<file path="src/rtl/collector_pkg.sv">
// Shared definitions for the serial word collector: slot state encoding and default width.
// Imported by the collector top level.
package collector_pkg;

  typedef enum logic {
    SLOT_EMPTY = 1'b0,
    SLOT_FULL  = 1'b1
  } slot_state_t;

  localparam int COLLECTOR_WIDTH = 8;

endpackage

</file>
<file path="src/rtl/popcount.sv">
// Combinational count of set bits in a WIDTH-bit word; zero latency, no flow control.
module popcount #(
  parameter int WIDTH = 8,
  parameter int CW    = $clog2(WIDTH + 1)
) (
  input  logic [WIDTH-1:0] word,
  output logic [CW-1:0]    count
);

  always_comb begin
    count = '0;
    for (int i = 0; i < WIDTH; i++) begin
      count = count + CW'(word[i]);
    end
  end

endmodule

</file>
<file path="src/rtl/serial_word_collector.sv">
// Packs qualified serial bits (first bit in MSB) into WIDTH-bit words presented on valid/ready.
// Word valid the edge after its last bit; a word completing while the slot is stalled is dropped and flagged.
module serial_word_collector
  import collector_pkg::*;
#(
  parameter int WIDTH = COLLECTOR_WIDTH,
  parameter int CW    = $clog2(WIDTH + 1)
) (
  input  logic                      clk,
  input  logic                      reset,
  input  logic                      clear,
  input  logic                      bit_in,
  input  logic                      bit_en,
  output logic [WIDTH-1:0]          word_out,
  output logic [CW-1:0]             ones_count,
  output logic                      word_valid,
  input  logic                      word_ready,
  output logic [$clog2(WIDTH)-1:0]  bit_count,
  output logic                      overflow
);

  localparam int             BW       = $clog2(WIDTH);
  localparam logic [BW-1:0]  LAST_BIT = BW'(WIDTH - 1);

  // Only WIDTH-1 bits need storing: the completing bit comes straight from bit_in.
  logic [WIDTH-2:0] sr;
  logic [WIDTH-1:0] candidate;
  logic [CW-1:0]    cand_ones;
  logic             completion;
  logic             load;
  logic             drop;
  slot_state_t      state;
  slot_state_t      state_nxt;

  assign candidate  = {sr, bit_in};
  assign completion = bit_en && (bit_count == LAST_BIT);
  assign word_valid = (state == SLOT_FULL);

  popcount #(
    .WIDTH (WIDTH),
    .CW    (CW)
  ) u_popcount (
    .word  (candidate),
    .count (cand_ones)
  );

  always_comb begin
    state_nxt = state;
    load      = 1'b0;
    drop      = 1'b0;
    case (state)
      SLOT_EMPTY: begin
        if (completion) begin
          load      = 1'b1;
          state_nxt = SLOT_FULL;
        end
      end
      SLOT_FULL: begin
        if (word_ready) begin
          if (completion) begin
            load = 1'b1;
          end else begin
            state_nxt = SLOT_EMPTY;
          end
        end else if (completion) begin
          drop = 1'b1;
        end
      end
      default: state_nxt = SLOT_EMPTY;
    endcase
  end

  always_ff @(posedge clk or negedge reset) begin
    if (!reset) begin
      sr        <= '0;
      bit_count <= '0;
    end else if (clear) begin
      sr        <= '0;
      bit_count <= '0;
    end else if (bit_en) begin
      sr        <= candidate[WIDTH-2:0];
      bit_count <= (bit_count == LAST_BIT) ? '0 : bit_count + BW'(1);
    end
  end

  always_ff @(posedge clk or negedge reset) begin
    if (!reset) begin
      state <= SLOT_EMPTY;
    end else if (clear) begin
      state <= SLOT_EMPTY;
    end else begin
      state <= state_nxt;
    end
  end

  always_ff @(posedge clk or negedge reset) begin
    if (!reset) begin
      word_out   <= '0;
      ones_count <= '0;
      overflow   <= 1'b0;
    end else if (clear) begin
      word_out   <= '0;
      ones_count <= '0;
      overflow   <= 1'b0;
    end else begin
      if (load) begin
        word_out   <= candidate;
        ones_count <= cand_ones;
      end
      if (drop) begin
        overflow <= 1'b1;
      end
    end
  end

endmodule

</file>
<file path="config.mk">
export PLATFORM = sky130hd
export DESIGN_NAME = serial_word_collector
export DESIGN_NICKNAME = d
export VERILOG_FILES = /design/src/rtl/collector_pkg.sv /design/src/rtl/popcount.sv /design/src/rtl/serial_word_collector.sv
export SDC_FILE = /design/constraint.sdc
export NUM_CORES = 1
export LEC_CHECK = 0
export CAP_MARGIN = 10
export CORE_MARGIN = 3
export CORE_UTILIZATION = 45
export CTS_CLUSTER_DIAMETER = 60
export DETAILED_ROUTE_END_ITERATION = 12
export HOLD_SLACK_MARGIN = 0.02
export PLACE_DENSITY = 0.71
export SYNTH_ARGS = -nofsm -noshare
export SYNTH_HDL_FRONTEND = slang
export SYNTH_SLANG_ARGS = --single-unit
</file>
<file path="constraint.sdc">
create_clock -name clk -period 4 [get_ports clk]
set_clock_uncertainty 0.05 [all_clocks]
set_input_delay 1 -clock clk [delete_from_list [all_inputs] [get_ports clk]]
set_output_delay 1 -clock clk [all_outputs]
set_load 0.05 [all_outputs]
</file>
==> impl_metrics.py, run 1 <==
metrics = {
    "status": {
        "status": "finished clean",
    },
    "yosys": {
        "ys_ff_latch": 24,
        "synthSimpleGateAreaFrac_pct": 11.2,
        "syn_area_per_cell_um2": 10.6,
        "ys_types": 22,
        "synthAdderAreaFrac_pct": 11.7,
        "yosysTopAreaCellShare_pct": 49.3,
        "yosys.area_share.xor_xnor_pct": 0.719,
        "synth_top_family_by_area": "compound AO/OA/AOI/OAI gates",
        "yosysSeqAreaShare_pct": 49.3,
        "yosysWarnings": 0,
        "synth_area_leaders": "dfrtp_1 (49%), mux2i_1 (8.2%), fa_1 (6.6%)",
        "synth.area.mux_share_pct": 8.22,
        "synthesis.nets": 130,
        "syn_inst": 115,
        "synth-compound-area-share_pct": 12.2,
        "netlist_area_um2": 1220,
        "synth_top_area_cell": "dfrtp_1",
    },
    "layout": {
        "multi_input_area_um2": 537,
        "syn_to_final_growth_pct": 20.1,
        "nets": 151,
        "n_antenna_cell": 0,
        "ff_latch_area_um2": 601,
        "fillers": 234,
        "fin_area_um2": 1460,
        "final_common_cell": "dfrtp_1",
        "drive_gt1_share_pct": 5.97,
        "layout_common_cells": "dfrtp_1 (24), clkdlybuf4s50_1 (22), a21oi_1 (14), nor2_1 (12)",
    },
    "power": {
        "internal_power_uw": 298,
        "p_leak_nw": 0.657,
        "p_per_area_nw_per_um2": 270,
        "report.power.total_uw": 394,
        "swShare_pct": 24.5,
        "pwr-share-comb_pct": 11.0,
        "clockPowerShare_pct": 26.0,
        "switchingPower_uw": 96.7,
        "vdd_drop_max_uv": 152,
        "share_seq_of_total_power_pct": 63.0,
    },
    "worst_setup_path": {
        "critical_path_class": "in2reg",
        "cpLargestDelayFamily": "adder cells",
        "cpMostUsedCell": "fa_1",
        "critical_path_required_ns": 4.11,
        "critPathLaunchType": "primary input",
        "crit_chain": "clkdlybuf4s50_1 -> ha_1 -> inv_1 -> fa_1 -> fa_1 -> fa_1 -> inv_1 -> fa_1 -> nand3_1 -> a21oi_1",
        "path_buf_inv": 3,
        "worstPathArrival_ns": 3.75,
        "crit_path_top_delay_cell": "fa_1",
        "cp_max_fo": 3,
        "critPathMaxStageDelay_ns": 0.49,
        "endpoint_kind": "flip-flop",
    },
    "sta": {
        "slew_headroom_pct": 28.8,
        "finalSetupTns_ns": 0,
        "fmax_mhz": 275,
        "drv_slew": 0,
        "period_needed_ns": 3.64,
        "finalHoldViolCount": 0,
        "rsz0062_at_grt": "no",
        "worst_pin_slew_ns": 1.07,
        "hold_slack_ns": 0.504,
        "min_period_over_period_pct": 90.9,
        "finalSetupViolations": 0,
        "finalWorstSetupSlack_ns": 0.365,
    },
    "floorplan": {
        "initial_core_util_pct": 48.3,
        "die_h_um": 58.0,
        "io_pins": 23,
        "core_um2": 2520,
        "die_w_um": 58.0,
        "rows": 18,
        "dieArea_um2": 3370,
    },
    "clock_network": {
        "clock_tree.root_cell": "clkbuf_4",
        "cts_tree": "built",
        "path_clk_slew_ns": 0.12,
        "clk_latency_ns": 0.31,
        "clockBufferDepth": 2,
        "h-tree-depth": 1,
        "ctsHoldBuffers": 0,
        "cts.sinks": 24,
        "cts_buffers": 3,
        "cts_setup_buffers": 0,
        "post_cts_resized": 0,
    },
    "route": {
        "firstDrtPassIters": 4,
        "wl_um": 2220,
        "ant_nets": 0,
        "drt_iter0_markers": 7,
        "avgViaCountPerCell": 5.20,
        "vias": 853,
        "drcViolationCount": 0,
        "post_drt_wl_per_cell_um": 13.5,
    },
    "placed_design": {
        "pre_cts_slack_ns": 0.0346,
        "hpwl_um": 1610,
        "gp_congestion": 0.871,
        "port-buffer-count": 22,
        "placedInstanceArea_um2": 1440,
    },
    "global_routing": {
        "grt_overflow": 0,
        "grt_pass1_vias": 873,
        "grt.total_usage_pct": 14.8,
        "grt_max_degree": 25,
        "antenna_found_initial": 0,
        "grt_pass1_wl_um": 3830,
    },
    "run": {
        "cap_violations": 0,
    },
    "hold_path": {
        "hp-class": "reg2reg",
    },
}
-- synth_stat cells, drive strengths merged --
master,n
clkbuf,2
ha,5
nor2,12
a21oi,14
nor2b,2
xnor2,1
mux2i,10
buf,5
o2111ai,1
a311oi,1
dfrtp,24
inv,10
fa,4
nand2,1
or3,1
and2,1
nand2b,1
o21ai,11
nand3,9
-- area by class of cell --
class	instances	area share, %
Timing Repair Buffer	23	15.6
Tap cell	30	2.57
Sequential cell	24	41.1
Inverter	10	2.57
Clock buffer	3	1.54
Multi-Input combinational cell	74	36.7
-- cells by family (layout without fill, tap and decap cells) --
| group | after synthesis | in the layout |
|---|---|---|
| flops | 24 | 24 |
| fa+ha+maj | 9 | 9 |
| simple gates | 27 | 27 |
| mux | 10 | 10 |
| buf+inv | 17 | 36 |
| xor+xnor | 1 | 1 |
| compound gates | 27 | 27 |
-- sequential cells by signal, summed over array words and instances (netlist names) --
| register | count |
|---|---|
| word_out | 8 |
| sr | 7 |
| word_valid | 1 |
| ones_count | 4 |
| overflow | 1 |
| bit_count | 3 |
-- metal layers --
layer / wire length [um] / global-route usage (%) / up-vias
met4: 12 / 5.96 / 0
met1: 1040 / 19.0 / 410
met5: 0 / 0 / -
met3: 114 / 2.23 / 2
met2: 1050 / 25.0 / 16
li1: - / - / 425
-- power by group through the flow --
stage / clock (mW) / combinational (mW) / sequential, mW
detailed placement: 0 / 0.0441 / 0.253
CTS: 0.106 / 0.0442 / 0.249
global route: 0.116 / 0.0478 / 0.250
finish: 0.103 / 0.0432 / 0.249
global placement: 0 / 0.0428 / 0.253
floorplan: 0 / 0.0185 / 0.259
-- final timing paths --
path / to / startpoint / slack [ns] / cells past startpoint
hold reg to reg: word_out[7] / word_out[7] / 0.50 / 2
setup / recovery: ones_count[1] / bit_in / 0.36 / 10
max in group asynchronous: bit_count[1] / reset / 2.06 / 1
setup reg to reg: ones_count[1] / sr[0] / 1.06 / 9
hold / removal: word_out[7] / word_out[7] / 0.50 / 2
min in group asynchronous: ones_count[0] / reset / 1.21 / 1
-- per-stage QoR --
stage	utilization [%]	cells
6_report	58.0	164
5_1_grt	58.0	164
4_1_cts	58.0	164
3_5_place_dp	57.1	161
3_3_place_gp	57.1	161
2_1_floorplan	-	115
-- worst min-delay path: cells and delay by family (launching register included) --
| kind | cells | cell delay, ns |
|---|---|---|
| AOI/OAI and AO/OA | 2 | 0.13 |
| DFF | 1 | 0.39 |
(Power assumes the default switching activity.)
==> run 2: changes to the inputs <==
- GPL_TIMING_DRIVEN: default -> 0
==> run 2 against run 1 <==
Net effect:
- worst hold slack worse by 0.043 ns
- core utilization is 1.9 points higher
- routed wire length is 4.4% higher
- flip-flop and latch count stayed put
- largest power group unchanged
==> impl_metrics.py, run 2 (synthesis results as in run 1) <==
metrics = {
    "worst_setup_path": {
        "critPathMaxStageDelay_ns": 0.52,
        "path_buf_inv": 3,
        "endpoint_kind": "flip-flop",
        "cp_max_fo": 3,
        "critPathLaunchType": "primary input",
        "critical_path_class": "in2reg",
        "crit_chain": "clkdlybuf4s50_1 -> ha_1 -> inv_1 -> fa_1 -> fa_1 -> fa_1 -> inv_1 -> fa_1 -> xnor2_1 -> a311oi_2",
        "critical_path_required_ns": 4.18,
        "worstRegToRegCells": 9,
        "cpMostUsedCell": "fa_1",
        "worstPathArrival_ns": 3.84,
        "cpLargestDelayFamily": "adder cells",
        "crit_path_top_delay_cell": "fa_1",
        "cp.depth": 10,
    },
    "clock_network": {
        "cts_buffers": 3,
        "cts_setup_buffers": 0,
        "cts_tree": "built",
        "post_cts_resized": 0,
        "ctsHoldBuffers": 0,
        "cts.sinks": 24,
        "clk_latency_ns": 0.31,
        "path_clk_slew_ns": 0.13,
        "h-tree-depth": 1,
        "clock_tree.root_cell": "clkbuf_4",
        "clockBufferDepth": 2,
    },
    "sta": {
        "fmax_mhz": 273,
        "finalWorstSetupSlack_ns": 0.343,
        "slew_headroom_pct": 28.8,
        "drv_slew": 0,
        "finalHoldViolCount": 0,
        "period_needed_ns": 3.66,
        "hold_slack_ns": 0.461,
        "finalSetupTns_ns": 0,
        "worst_pin_slew_ns": 1.06,
        "min_period_over_period_pct": 91.4,
        "finalSetupViolations": 0,
        "rsz0062_at_grt": "no",
    },
    "global_routing": {
        "grt_overflow": 0,
        "grt_pass1_vias": 946,
        "grt_max_degree": 25,
        "grt_pass1_wl_um": 4210,
        "grt.total_usage_pct": 16.1,
        "antenna_found_initial": 0,
    },
    "power": {
        "switchingPower_uw": 103,
        "p_leak_nw": 0.684,
        "swShare_pct": 24.3,
        "clockPowerShare_pct": 30.5,
        "pwr-share-comb_pct": 10.5,
        "share_seq_of_total_power_pct": 59.0,
        "vdd_drop_max_uv": 225,
        "p_per_area_nw_per_um2": 279,
        "internal_power_uw": 319,
    },
    "floorplan": {
        "rows": 18,
        "die_w_um": 58.0,
        "die_h_um": 58.0,
        "initial_core_util_pct": 48.3,
        "io_pins": 23,
        "dieArea_um2": 3370,
        "core_um2": 2520,
    },
    "layout": {
        "nets": 157,
        "reg.largest.list": "word_out (8), sr (7), ones_count (4)",
        "largest_reg_flops": 8,
        "post_layout_nonfiller_instances": 171,
        "drive_gt1_share_pct": 9.22,
        "utilization_pct": 59.9,
        "final_common_cell": "dfrtp_1",
        "syn_to_final_growth_pct": 24.2,
        "fillers": 233,
        "regMostFlops": "word_out",
        "layout_common_cells": "dfrtp_1 (24), clkdlybuf4s50_1 (22), a21oi_1 (14), nor2_1 (12)",
        "n_antenna_cell": 0,
    },
    "run": {
        "cap_violations": 0,
    },
    "status": {
        "status": "finished clean",
    },
    "placed_design": {
        "gp_congestion": 0.775,
        "port-buffer-count": 22,
        "hpwl_um": 1780,
        "pre_cts_slack_ns": 0.0263,
        "place_inst": 167,
    },
    "hold_path": {
        "hp-class": "reg2reg",
        "whs_path_depth": 2,
    },
    "route": {
        "firstDrtPassIters": 4,
        "avgViaCountPerCell": 5.18,
        "wl_um": 2310,
        "drcViolationCount": 0,
        "vias": 886,
        "post_drt_wl_per_cell_um": 13.5,
        "drt_iter0_markers": 13,
        "ant_nets": 0,
    },
}
==> run 2: changes by cell type in the layout (fill, tap and decap cells not counted) <==
| cell | before | now |
|---|---|---|
| clkbuf_8 | 0 | 1 |
| buf_2 | 0 | 1 |
| buf_4 | 1 | 4 |
| clkbuf_1 | 0 | 2 |
==> run 2: power groups by stage <==
stage	combinational, mW	sequential [mW]	clock (mW)
after global routing	0.0495	0.249	0.141
final	0.0442	0.249	0.129
after global placement	0.0436	0.253	0
after detailed placement	0.0452	0.253	0
after floorplan	0.0185	0.259	0
after CTS	0.0454	0.249	0.135
==> run 2: layout make-up <==
class / count / area, um2 / area share (%)
flip-flops and latches: 24 / 601 / 39.7
multi-input cells: 74 / 537 / 35.5
repair buffers: 22 / 220 / 14.6
plain buffers: 7 / 42.5 / 2.81
inverters: 10 / 37.5 / 2.48
well taps: 30 / 37.5 / 2.48
clock buffers: 4 / 36.3 / 2.40
==> run 2: path summary, 6_finish.rpt <==
kind | startpoint | to | slack, ns
worst max-delay path | bit_in | ones_count[2] | 0.34
worst min-delay path | overflow | overflow | 0.46
worst max register to register | sr[0] | ones_count[2] | 1.08
worst min register to register | overflow | overflow | 0.46
max in group asynchronous | reset | word_out[2] | 2.07
min in group asynchronous | reset | ones_count[0] | 1.20
==> run 2: worst min-delay path, stage by stage (launching register included) <==
cell and delay [ns]:
dfrtp_1 0.37, a21oi_1 0.05, nor2_1 0.07
==> run 2: per-layer routing <==
metal	global-route usage, %	wire [um]	part of all wire [%]	vias to the layer above
met1	21.8	1130	49	425
met4	5.63	21	0.91	0
li1	-	-	-	442
met3	2.23	89	3.8	2
met5	0	0	0	-
met2	26.6	1080	47	17
==> run 2: through the flow <==
step | instance area (um2) | power, mW
after global routing | 1510 | 0.439
after detailed placement | 1480 | 0.298
after CTS | 1510 | 0.429
after global placement | 1480 | 0.297
after floorplan | 1220 | 0.278
final | 1510 | 0.421
==> run 3: changes to the inputs <==
- clock period: 4 -> 3.5 ns (I/O delays scaled with it)
==> run 3 against run 2 <==
Net effect:
- via count unchanged
- highest routed layer unchanged
- power is 14% higher
- critical path type unchanged
- combinational power up 13%
- global-route usage stayed put
- sequential power rose by 14%
- worst hold slack is the same
- die area is the same
==> impl_metrics.py, run 3 (synthesis results as in run 1) <==
metrics = {
    "worst_setup_path": {
        "critical_path_class": "in2reg",
        "critPathLaunchType": "primary input",
        "endpoint_kind": "flip-flop",
        "cp_max_fo": 3,
        "worstPathArrival_ns": 3.50,
        "critical_path_required_ns": 3.68,
    },
    "clock_network": {
        "cts_buffers": 3,
        "clockBufferDepth": 2,
        "h-tree-depth": 1,
        "clk_latency_ns": 0.31,
        "cts.sinks": 24,
        "path_clk_slew_ns": 0.13,
        "clock_tree.root_cell": "clkbuf_4",
        "cts_tree": "built",
    },
    "floorplan": {
        "dieArea_um2": 3370,
        "die_w_um": 58.0,
        "core_um2": 2520,
        "rows": 18,
        "die_h_um": 58.0,
        "io_pins": 23,
        "initial_core_util_pct": 48.3,
    },
    "layout": {
        "reg.largest.list": "word_out (8), sr (7), ones_count (4)",
        "layout_common_cells": "dfrtp_1 (24), clkdlybuf4s50_1 (21), a21oi_1 (14), nor2_1 (12)",
        "n_antenna_cell": 0,
        "post_layout_nonfiller_instances": 171,
        "utilization_pct": 59.9,
        "drive_gt1_share_pct": 9.22,
        "syn_to_final_growth_pct": 24.0,
        "final_common_cell": "dfrtp_1",
        "nets": 157,
        "fin_area_um2": 1510,
        "largest_reg_flops": 8,
        "regMostFlops": "word_out",
    },
    "global_routing": {
        "grt_most_used_layer": "met2",
        "met1_usage_pct": 21.8,
        "antenna_found_initial": 0,
        "grt_pass1_wl_um": 4210,
        "gr-usage-met2_pct": 26.6,
        "grt_max_degree": 25,
        "grt.total_usage_pct": 16.1,
        "grt_pass1_vias": 946,
        "use_met3_pct": 2.23,
        "grt_overflow": 0,
    },
    "route": {
        "drt_iter0_markers": 12,
        "avgViaCountPerCell": 5.18,
        "drcViolationCount": 0,
        "wl_um": 2310,
        "post_drt_wl_per_cell_um": 13.5,
        "firstDrtPassIters": 4,
        "vias": 886,
        "ant_nets": 0,
    },
    "power": {
        "p_per_area_nw_per_um2": 319,
        "pwr-share-comb_pct": 10.4,
        "share_seq_of_total_power_pct": 59.1,
        "internal_power_uw": 364,
        "clockPowerShare_pct": 30.5,
        "vdd_drop_max_uv": 257,
        "swShare_pct": 24.4,
        "p_leak_nw": 0.685,
        "switchingPower_uw": 117,
    },
    "placed_design": {
        "placedInstanceArea_um2": 1480,
        "pre_cts_slack_ns": -0.349,
        "gp_congestion": 0.775,
        "port-buffer-count": 22,
        "place_inst": 167,
        "hpwl_um": 1780,
    },
    "run": {
        "cap_violations": 0,
    },
    "sta": {
        "worst_pin_slew_ns": 1.06,
        "min_period_over_period_pct": 94.8,
        "finalHoldViolCount": 0,
        "finalSetupViolations": 0,
        "slew_headroom_pct": 28.8,
        "finalWorstSetupSlack_ns": 0.183,
        "fmax_mhz": 301,
        "period_needed_ns": 3.32,
        "rsz0062_at_grt": "no",
        "drv_slew": 0,
        "hold_slack_ns": 0.461,
    },
    "hold_path": {
        "hp-class": "reg2reg",
    },
    "status": {
        "status": "finished clean",
    },
}
==> run 3: power groups by stage <==
stage                     clock network, mW  logic [mW]  registers, mW
after floorplan                           0      0.0211          0.296
after global placement                    0      0.0499          0.289
after detailed placement                  0      0.0517          0.289
after CTS                             0.154      0.0515          0.284
after global routing                  0.161      0.0562          0.285
final                                 0.147      0.0501          0.284
==> run 3: per-stage QoR <==
stage                     TNS, ns  power, mW
after global routing            0      0.502
after global placement     -0.831      0.339
final                           0      0.481
after CTS                       0      0.490
after floorplan                 0      0.317
after detailed placement   -0.992      0.341
==> run 3: layer usage <==
metal  wire length (um)  share of wire (%)
met5                  0                  0
met4                 21               0.91
met3                 89                3.8
met1               1130                 49
met2               1070                 46
==> run 3: layout make-up <==
class / instances / area, um2
Sequential cell: 24 / 601
Fill cell: 234 / 1010
Timing Repair Buffer: 22 / 219
Inverter: 10 / 37.5
Clock buffer: 4 / 36.3
Tap cell: 30 / 37.5
Buffer: 7 / 42.5
Multi-Input combinational cell: 74 / 537
==> run 3: critical path, cell delays in order <==
cell and delay (ns):
dlygate4sd2_1 0.27, ha_1 0.30, inv_1 0.07, fa_1 0.43, fa_1 0.52, fa_1 0.19, inv_1 0.06, fa_1 0.37
xnor2_1 0.15, a311oi_2 0.27
==> run 3: worst paths after layout <==
kind | slack [ns] | from | depth (start not counted) | end
setup / recovery | 0.18 | bit_in | 10 | ones_count[2]
hold / removal | 0.46 | overflow | 2 | overflow
setup reg to reg | 0.58 | sr[0] | 9 | ones_count[2]
hold reg to reg | 0.46 | overflow | 2 | overflow
max in group asynchronous | 1.69 | reset | 1 | word_out[2]
min in group asynchronous | 1.07 | reset | 1 | ones_count[0]
==> run 3: repair_timing <==
action / 4_1_cts / 5_1_grt
setup buffers: 0 / 0
hold endpoints to repair: 0 / 0
endpoints found under the setup margin: 2 / 0
resized for setup: 1 / 0
hold buffers: 0 / 0
